$ cat config.mk
export PLATFORM = sky130hd
export DESIGN_NAME = mb_tx_serializer
export DESIGN_NICKNAME = d
export VERILOG_FILES = /design/src/rtl/mb_tx_serializer.sv
export SDC_FILE = /design/constraint.sdc
export NUM_CORES = 1
export LEC_CHECK = 0
export BUFFER_PORTS_ARGS = -buffer_cell sky130_fd_sc_hd__buf_2
export CAP_MARGIN = 25
export CORE_MARGIN = 4
export CORE_UTILIZATION = 57
export CTS_BUF_LIST = sky130_fd_sc_hd__clkbuf_8 sky130_fd_sc_hd__clkbuf_16
export DETAILED_ROUTE_END_ITERATION = 10
export PLACE_DENSITY_LB_ADDON = 0.05
export SYNTH_ARGS = -nofsm -noshare
export SYNTH_HDL_FRONTEND = slang
export SYNTH_SLANG_ARGS = --single-unit
$ cat constraint.sdc
create_clock -name CLK -period 4.1 [get_ports CLK]
set_input_delay 0 -clock CLK [delete_from_list [all_inputs] [get_ports CLK]]
set_output_delay 0 -clock CLK [all_outputs]
set_load 0.005 [all_outputs]
$ cat src/rtl/mb_tx_serializer.sv
// Mainband TX serializer: parallel DATA_WIDTH-bit word to LSB-first serial stream,
// one bit per rising CLK, frames back-to-back while SER_EN is high.
module mb_tx_serializer #(
    parameter int DATA_WIDTH = 32
) (
    input  logic                  CLK,
    input  logic                  RST,
    input  logic [DATA_WIDTH-1:0] P_DATA,
    input  logic                  SER_EN,
    output logic                  SER_OUT
);

    localparam int CW = (DATA_WIDTH > 2) ? $clog2(DATA_WIDTH) : 1;
    localparam logic [CW-1:0] LP_LAST = CW'(DATA_WIDTH - 1);

    logic [CW-1:0]         r_cnt;
    logic [DATA_WIDTH-2:0] r_shreg;
    logic                  r_ser_out;

    always_ff @(posedge CLK or negedge RST) begin
        if (!RST) begin
            r_cnt     <= '0;
            r_shreg   <= '0;
            r_ser_out <= 1'b0;
        end else if (!SER_EN) begin
            // abort any partial frame; shreg contents are irrelevant until the next load
            r_cnt     <= '0;
            r_ser_out <= 1'b0;
        end else if (r_cnt == '0) begin
            r_ser_out <= P_DATA[0];
            r_shreg   <= P_DATA[DATA_WIDTH-1:1];
            r_cnt     <= CW'(1);
        end else begin
            r_ser_out <= r_shreg[0];
            r_shreg   <= r_shreg >> 1;
            r_cnt     <= (r_cnt == LP_LAST) ? '0 : r_cnt + 1'b1;
        end
    end

    assign SER_OUT = r_ser_out;

endmodule

==> out/qor.yml, run 1 <==
worst_setup_path:
  cp.required_ns: 4.31
  critPathTopFamily: "simple AND/OR/NAND/NOR gates"
  ff2ff_path_depth: 6
  critPathKind: "reg -> reg"
  r2r_start: "r_cnt[0]"
  cp.buffers_inverters: 2
  worstSetupStartpointType: "register"
  r2r_end: "r_shreg[24]"
  ff2ff_setup_slack_ns: 2.29
  critical_path_arrival_ns: 2.02
  endpoint_kind: "register"
  cp-startpoint: "r_cnt[0]"
  cp_slowest_stage_delay_ns: 0.44
  critPathMaxFanout: 25
  cp_cell_sequence: "inv_1, ha_1, nor4b_4, buf_4, nand2_1, a31oi_1"
  cp-endpoint: "r_shreg[24]"
  crit_slowest_cell: "nor4b_4"
  crit_cells: 6
clock_tree:
  cts_root_buf: "clkbuf_8"
  cts_buffers: 5
  post_cts_resized: 0
  tritoncts: "done"
  clkTransAtPathRegs_ns: 0.07
  clk_latency_ns: 0.29
  htree_levels: 2
  cts_buffer_depth: 2
  clock_sinks: 37
grt:
  grt_pass1_wl_mm: 6.50
  antenna_found_initial: 0
  grt_start_max_net_pins: 68
  grt_pass1_vias: 1466
  grt_overflow: 0
  grt.total_usage: 0.207
drt:
  num_vias: 1517
  drc: 0
  wirelength_mm: 3.83
  dr.pass1.iters: 4
  antenna_left: 0
  wire_per_inst_um: 13.3
  drtIter0Drc: 83
  vias_per_cell: 5.25
synth:
  synth_common_cells: "nand2_1 (63), dfrtp_1 (37), nor2_1 (31)"
  yosys_most_used_dff: "dfrtp_1"
  synth_top_area_cell: "dfrtp_1"
  synth_nets: 233
  synth_most_common_cell: "nand2_1"
  seq_area_frac_synth: 0.537
  synthCells: 195
  synth-edff-count: 0
  synth_cell_types: 23
  async_flop_share: 1.00
  synthTopCellsByArea: "dfrtp_1 (54%), nand2_1 (14%), a31oi_1 (11%)"
  ys_warn_count: 0
  ys_seq_elements: 37
  synth_top_area_frac: 0.537
  synthesis.area_sq_um: 1730
  avgSynthCellArea_sq_um: 8.85
power:
  ir_drop_mv: 0.306
  p_sw_uw: 285
  power.clock.fraction: 0.287
  p_per_area_nw_per_um2: 425
  comb_power_share: 0.224
  power_frac_seq: 0.488
  swShare: 0.293
  intPower_uw: 687
  power_uw: 972
  p_leak_nw: 1.09
sta:
  slew_headroom: 0.315
  hold_ws_ns: 0.333
  clock.fmax_ghz: 0.552
  finalCriticalPeriod_ns: 1.81
  fin_skew_ns: 0.00693
  setup_violations: 0
  drv_slew: 0
  fin_crit_sh: 0.442
  tightest_slew_ns: 1.03
  final.setup.tns_ns: 0
  hold_viol: 0
  rsz0062_at_grt: "false"
layout:
  multi_input_area_sq_um: 693
  nets: 295
  area_delta_synth_final_pct: 32.3
  post-route-util: 0.807
  seqCellArea_sq_um: 926
  n_fill_cell: 191
  n_antenna_cell: 0
  drive_above_1_share: 0.182
run_status:
  status: "completed"
floorplan:
  fp.dieH_um: 63.0
  initial_utilization: 0.610
  ioPinCount: 36
  core_sq_um: 2830
  die_w_um: 63.0
  die-area_sq_um: 3970
  fp-row-count: 19
worst_hold_path:
  worstHoldPathType: "in -> async"
placement:
  dpl.hpwl_mm: 2.28
  io_buffers: 35
  gp_congestion: 0.694
job:
  cap_violations: 0
## cell usage in the layout (no fill, tap or decap), drive strengths merged, types with 2 or more instances in the layout
cell and instances:
buf 36, nor2 31, a31oi 30, ha 3, clkbuf 7, nand3 2
dlygate4sd3 33, nand2 63, nor3 2, inv 3, and3 2, dfrtp 37
## power by group through the flow
stage | combinational [mW] | clock [mW] | sequential, mW
after global routing | 0.250 | 0.298 | 0.482
after CTS | 0.218 | 0.281 | 0.474
after global placement | 0.186 | 0 | 0.475
after floorplan | 0.162 | 0 | 0.468
final | 0.218 | 0.279 | 0.474
after detailed placement | 0.193 | 0 | 0.481
## cell families (layout without fill, tap and decap cells)
family,count (synthesis),in the layout,synth area share
adder cells (fa/ha/maj),3,3,0.0218
XOR/XNOR,2,2,0.0102
AO/OA/AOI/OAI,33,33,0.120
flip-flops,37,37,0.537
buffers and inverters,17,80,0.0616
AND/OR/NAND/NOR,103,103,0.249
## state kept, by name (all words and copies together) (netlist names)
register and count:
r_shreg 31, r_cnt 5, SER_OUT 1
## worst register-to-register path, delay by kind of cell (launching register included)
kind	cells	cell delay (ns)
fa+ha+maj	1	0.16
flops	1	0.41
buf+inv	2	0.44
compound gates	1	0.18
simple gates	2	0.54
## worst min path at each step
stage / slack [ns] / endpoint / start
CTS: 0.36 / r_shreg[7] / RST
floorplan: -0.30 / SER_OUT / RST
global placement: 0.12 / r_shreg[13] / RST
finish: 0.33 / r_shreg[12] / RST
global route: 0.41 / r_shreg[7] / RST
detailed placement: 0.13 / r_shreg[12] / RST
## timing repair
| item | CTS | global route |
|---|---|---|
| hold buffers | 33 | 0 |
| hold endpoints to repair | 69 | 0 |
| buffers inserted | 0 | 0 |
## through the flow
step                cell area, sq um  setup WS (ns)  instances
floorplan                       1730           2.51        195
global route                    2280           2.11        289
finish                          2280           2.29        289
global placement                1850           2.40        248
detailed placement              1850           2.30        248
CTS                             2280           2.29        289
## final cells by class
| type | count | area share |
|---|---|---|
| Clock inverter | 1 | 0.00219 |
| Sequential cell | 37 | 0.405 |
| Clock buffer | 7 | 0.0422 |
| Timing Repair Buffer | 69 | 0.225 |
| Multi-Input combinational cell | 141 | 0.304 |
| Inverter | 3 | 0.00493 |
| Tap cell | 31 | 0.0170 |
## per-layer routing
layer,track usage,up-vias,part of all wire,wire length (um)
li1,-,767,-,-
met1,0.254,709,0.43,1660
met2,0.349,30,0.50,1920
met3,0.0414,11,0.048,185
met4,0.0909,0,0.018,68
met5,0,-,0,0
No activity file was read; power rests on OpenSTA's default activity.
==> inputs of run 2 (changes only) <==
Settings changed: CORE_UTILIZATION 57 to 53.
Clock period 4.1 ns to 1.7 ns, I/O delays scaled along.
==> run 2 against run 1 <==
Via count rose by 4.2%. Cell count rose by 6.6%. Die area rose by 6.6%. Sequential cell count did not move. Non-clock buffer count rose by 4. Maximum frequency rose by 11%. Largest power group unchanged. Utilization fell by 4.3 points. Total power rose by 140%. Highest routed layer unchanged. Clock skew barely moved.
==> out/qor.yml, run 2 (synthesis gave the netlist of run 1 again) <==
sta:
  setup_violations: 0  # unchanged
  final.setup.tns_ns: 0  # unchanged
  setup_ws_ns: 0.0740  # -2.21 ns
  rsz0062_at_grt: "false"
  tightest_slew_ns: 0.787  # -0.241 ns
  finalCriticalPeriod_ns: 1.63  # -0.185 ns
  slew_headroom: 0.475  # +0.161
  fin_skew_ns: 0.00687  # -0.0000602 ns
  fin_crit_sh: 0.956  # +0.515
  drv_slew: 0  # unchanged
  clock.fmax_ghz: 0.615  # +11%
  hold_viol: 0  # unchanged
floorplan:
  die-area_sq_um: 4230  # +6.6%
  core_sq_um: 3080  # +8.8%
  die_w_um: 65.1  # +3.2%
  fp-row-count: 20  # +1
  initial_utilization: 0.561  # -0.0493
  fp.dieH_um: 65.1  # +3.2%
  ioPinCount: 36  # unchanged
grt:
  grt_pass1_vias: 1496  # +2.0%
  grt_start_max_net_pins: 38  # -44%
  grt.total_usage: 0.199  # -0.00734
  grt_pass1_wl_mm: 6.49  # -0.20%
  grt_overflow: 0  # unchanged
  antenna_found_initial: 0  # unchanged
run_status:
  status: "completed"
worst_setup_path:
  critPathKind: "reg -> reg"
  cp.required_ns: 1.87  # -2.44 ns
  critical_path_arrival_ns: 1.80  # -0.22 ns
  critPathMaxFanout: 16  # -36%
  worstSetupStartpointType: "register"
  ff2ff_path_depth: 5  # -1
  endpoint_kind: "register"
power:
  ir_drop_mv: 0.797  # +160%
  p_leak_nw: 1.12  # +2.8%
  power_mw: 2.29  # +140%
  p_per_area_nw_per_um2: 974  # +130%
clock_tree:
  htree_levels: 2  # unchanged
  cts_root_buf: "clkbuf_8"
  cts_buffers: 5  # unchanged
  clk_latency_ns: 0.29  # about the same
  tritoncts: "done"
  cts_buffer_depth: 2  # unchanged
  clock_sinks: 37  # unchanged
  clkTransAtPathRegs_ns: 0.07  # about the same
layout:
  mostFrequentLayoutCell: "nand2_1"
  final_cell_mix: "nand2_1 (63), dfrtp_1 (37), buf_2 (35)"
  top_register: "r_shreg"
  n_antenna_cell: 0  # unchanged
  nets: 301  # +2.0%
  drive_above_1_share: 0.201  # +0.0186
  design_area_sq_um: 2350  # +3.1%
  largest_register_ffs: 31  # unchanged
  area_delta_synth_final_pct: 36.4
placement:
  io_buffers: 35  # unchanged
  gp_congestion: 0.756  # +9.0%
  placed_cell_area_sq_um: 1910  # +3.2%
  dpl.hpwl_mm: 2.30  # +0.80%
  dp_slack_ns: 0.0182  # -2.29 ns
drt:
  drtIter0Drc: 144  # +73%
  dr.pass1.iters: 4  # unchanged
  drc: 0  # unchanged
  vias_per_cell: 5.13  # -2.2%
  antenna_left: 0  # unchanged
  num_vias: 1581  # +4.2%
  wirelength_mm: 4.00  # +4.3%
  wire_per_inst_um: 13.0  # -2.1%
worst_hold_path:
  hold_depth: 2
  worstHoldPathType: "in -> reg"
job:
  cap_violations: 0  # unchanged
-- run 2: changes by cell type in the layout (fill, tap and decap cells not counted), sizes merged --
cell / delta
buf: +4
clkbuf: -2
clkinv: +1
inv: +1
or4b: +2
-- run 2: per-layer routing --
layer  track usage  up-vias  wire length (um)
met5             0        -                 0
met4        0.0544        0                18
met3        0.0641        2               193
met2         0.351       39              2070
met1         0.232      752              1710
li1              -      788                 -
-- run 2: area by class of cell --
| class | instances | area, sq um |
|---|---|---|
| Sequential cell | 37 | 926 |
| Fill cell | 223 | 724 |
| Multi-Input combinational cell | 143 | 723 |
| Timing Repair Buffer | 73 | 556 |
| Clock buffer | 5 | 68.8 |
| Tap cell | 44 | 55.1 |
| Clock inverter | 3 | 13.8 |
| Inverter | 3 | 11.3 |
-- run 2: path summary, 6_finish.rpt --
path | from | end | slack (ns)
worst max-delay path | r_cnt[0] | r_shreg[1] | 0.07
worst min-delay path | SER_EN | r_cnt[0] | 0.19
worst max register to register | r_cnt[0] | r_shreg[1] | 0.07
worst min register to register | r_shreg[9] | r_shreg[8] | 0.54
max in group asynchronous | RST | r_shreg[24] | 0.88
min in group asynchronous | RST | r_shreg[14] | 0.33
-- run 2: stage by stage --
stage                     utilization  hold slack [ns]  cells
final                           0.765            0.193    308
after global routing            0.765            0.214    308
after global placement          0.621            0.130    265
after detailed placement        0.621            0.134    265
after CTS                       0.755            0.183    306
after floorplan                     -           -0.296    195
-- run 2: critical path: stages, from the launching register on --
cell and delay (ns):
dfrtp_1 0.41, inv_1 0.08, ha_2 0.21, or4b_4 0.59
nand2_1 0.13, a31oi_1 0.09
-- run 2: what timing repair did --
| item | CTS | global route |
|---|---|---|
| buffers inserted | 0 | 0 |
| resized for setup | 0 | 3 |
| hold endpoints to repair | 69 | 0 |
| hold buffers | 33 | 0 |
| setup endpoints to repair | 0 | 34 |
-- run 2: where the power goes --
group / internal (mW) / leakage (nW) / total, mW / switching [mW]
Clock: 0.278 / 0.0491 / 0.583 / 0.305
Combinational: 0.272 / 0.639 / 0.570 / 0.298
Sequential: 1.05 / 0.430 / 1.14 / 0.0936
Total: 1.60 / 1.12 / 2.29 / 0.697
==> inputs of run 3 (changes only) <==
Settings changed: PLACE_DENSITY from default to 0.78, PLACE_DENSITY_LB_ADDON 0.05 to default.
==> run 3 against run 2 <==
Total power is 0.19% higher. Final area is 0.53% lower. Count of clock-buffer cells in the layout is 1 higher. Die area stayed put. Worst hold slack worse by 0.043 ns. Sequential power hardly changed. Critical path depth stayed put. Utilization is 0.41 points lower. Clock power is 3% higher. Maximum frequency is 1.1% higher. Critical endpoint is now r_shreg[20]. First-iteration DRC count is 49% lower.
==> out/qor.yml, run 3 (synthesis gave the netlist of run 1 again) <==
run_status:
  status: "completed"
floorplan:
  die-area_sq_um: 4230  # unchanged
  initial_utilization: 0.561  # unchanged
  fp-row-count: 20  # unchanged
  fp.dieH_um: 65.1  # unchanged
  die_w_um: 65.1  # unchanged
  core_sq_um: 3080  # unchanged
  ioPinCount: 36  # unchanged
worst_setup_path:
  endpoint_kind: "register"
  ff2ff_setup_slack_ns: 0.09  # +0.02 ns
  critPathKind: "reg -> reg"
  critPathTopFamily: "simple AND/OR/NAND/NOR gates"
  cp-endpoint: "r_shreg[20]"
  critPathMaxFanout: 16  # unchanged
  cp_slowest_stage_delay_ns: 0.60  # about the same
  r2r_end: "r_shreg[20]"
  cp-startpoint: "r_cnt[0]"
  r2r_start: "r_cnt[0]"
  crit_cells: 5  # unchanged
  cp.required_ns: 1.84  # -0.03 ns
  cp_cell_sequence: "inv_1, ha_1, or4b_4, nand2_1, a31oi_1"
  crit_slowest_cell: "or4b_4"
  critical_path_arrival_ns: 1.75  # -0.05 ns
  worstSetupStartpointType: "register"
  ff2ff_path_depth: 5  # unchanged
  cp.buffers_inverters: 1  # unchanged
drt:
  wire_per_inst_um: 12.3  # -5.2%
  drtIter0Drc: 74  # -49%
  dr.pass1.iters: 4  # unchanged
  antenna_left: 0  # unchanged
  drc: 0  # unchanged
  wirelength_mm: 3.77  # -5.8%
  num_vias: 1545  # -2.3%
  vias_per_cell: 5.05  # -1.6%
power:
  p_leak_nw: 1.11  # -0.51%
  p_per_area_nw_per_um2: 981  # +0.72%
  ir_drop_mv: 0.739  # -7.3%
sta:
  fin_skew_ns: 0.00401  # -0.00286 ns
  setup_ws_ns: 0.0919  # +0.0179 ns
  hold_ws_ns: 0.150  # -0.0427 ns
  finalCriticalPeriod_ns: 1.61  # -0.0179 ns
  slew_headroom: 0.695  # +0.220
  rsz0062_at_grt: "false"
  fin_crit_sh: 0.946  # -0.0105
  clock.fmax_ghz: 0.622  # +1.1%
  tightest_slew_ns: 0.457  # -0.330 ns
  drv_slew: 0  # unchanged
  setup_violations: 0  # unchanged
  hold_viol: 0  # unchanged
  final.setup.tns_ns: 0  # unchanged
clock_tree:
  cts_root_buf: "clkbuf_8"
  clock_sinks: 37  # unchanged
  cts_buffers: 5  # unchanged
  tritoncts: "done"
  clkTransAtPathRegs_ns: 0.07  # about the same
  htree_levels: 2  # unchanged
  cts_buffer_depth: 2  # unchanged
  clk_latency_ns: 0.29  # about the same
worst_hold_path:
  hold_depth: 2  # unchanged
  worstHoldPathType: "in -> reg"
layout:
  n_antenna_cell: 0  # unchanged
  nets: 300  # -0.33%
  top_register: "r_shreg"
  largest_register_ffs: 31  # unchanged
  drive_above_1_share: 0.191  # -0.00992
  mostFrequentLayoutCell: "nand2_1"
  final_cell_mix: "nand2_1 (63), dfrtp_1 (37), buf_2 (35)"
  area_delta_synth_final_pct: 35.7
grt:
  grt_start_max_net_pins: 38  # unchanged
  grt_pass1_wl_mm: 6.29  # -3.1%
  grt_pass1_vias: 1441  # -3.7%
  grt_overflow: 0  # unchanged
  grt.total_usage: 0.190  # -0.00917
  antenna_found_initial: 0  # unchanged
placement:
  io_buffers: 35  # unchanged
  gp_congestion: 0.775  # +2.5%
  dp_slack_ns: 0.0556  # +0.0374 ns
  dpl.hpwl_mm: 2.19  # -4.8%
job:
  cap_violations: 0  # unchanged
run 3: cell count changes in the layout (fill, tap and decap cells not counted):
cell	delta
clkinv_2	-2
clkbuf_8	+1
ha_1	+1
ha_2	-1
or4b_4	-1
run 3: through the flow:
stage / util / cells / cell area (sq um) / total power, mW
floorplan: - / 195 / 1730 / 1.52
global placement: 0.621 / 265 / 1910 / 1.62
detailed placement: 0.621 / 265 / 1910 / 1.64
CTS: 0.756 / 305 / 2330 / 2.29
global route: 0.761 / 306 / 2340 / 2.45
finish: 0.761 / 306 / 2340 / 2.30
run 3: repair_timing:
item	4_1_cts	5_1_grt
endpoints found under the setup margin	0	29
setup buffers	0	0
hold endpoints to repair	69	0
hold buffers	33	0
gates resized for setup	0	1
run 3: worst min-delay path by stage:
stage            from     endpoint  slack (ns)
2_1_floorplan     RST      SER_OUT       -0.30
3_3_place_gp      RST  r_shreg[10]        0.07
3_5_place_dp      RST  r_shreg[10]        0.07
4_1_cts        SER_EN     r_cnt[0]        0.15
5_1_grt        SER_EN     r_cnt[0]        0.19
6_report       SER_EN     r_cnt[0]        0.15
run 3: where the power goes:
group / switching, mW / total, mW / internal, mW
combinational: 0.286 / 0.554 / 0.268
clock: 0.287 / 0.602 / 0.315
sequential: 0.0940 / 1.14 / 1.05
run 3: layer usage:
| metal | share of wire | global-route usage | up-vias |
|---|---|---|---|
| met5 | 0 | 0 | - |
| met4 | 0.010 | 0.0544 | 0 |
| met3 | 0.049 | 0.0503 | 5 |
| met2 | 0.48 | 0.312 | 35 |
| met1 | 0.46 | 0.248 | 722 |
| li1 | - | - | 783 |
run 3: area by class of cell:
class	count	area (sq um)
Tap cell	44	55.1
Inverter	3	11.3
Sequential cell	37	926
Clock inverter	1	3.75
Clock buffer	6	82.6
Timing Repair Buffer	73	556
Multi-Input combinational cell	142	707
Fill cell	242	737
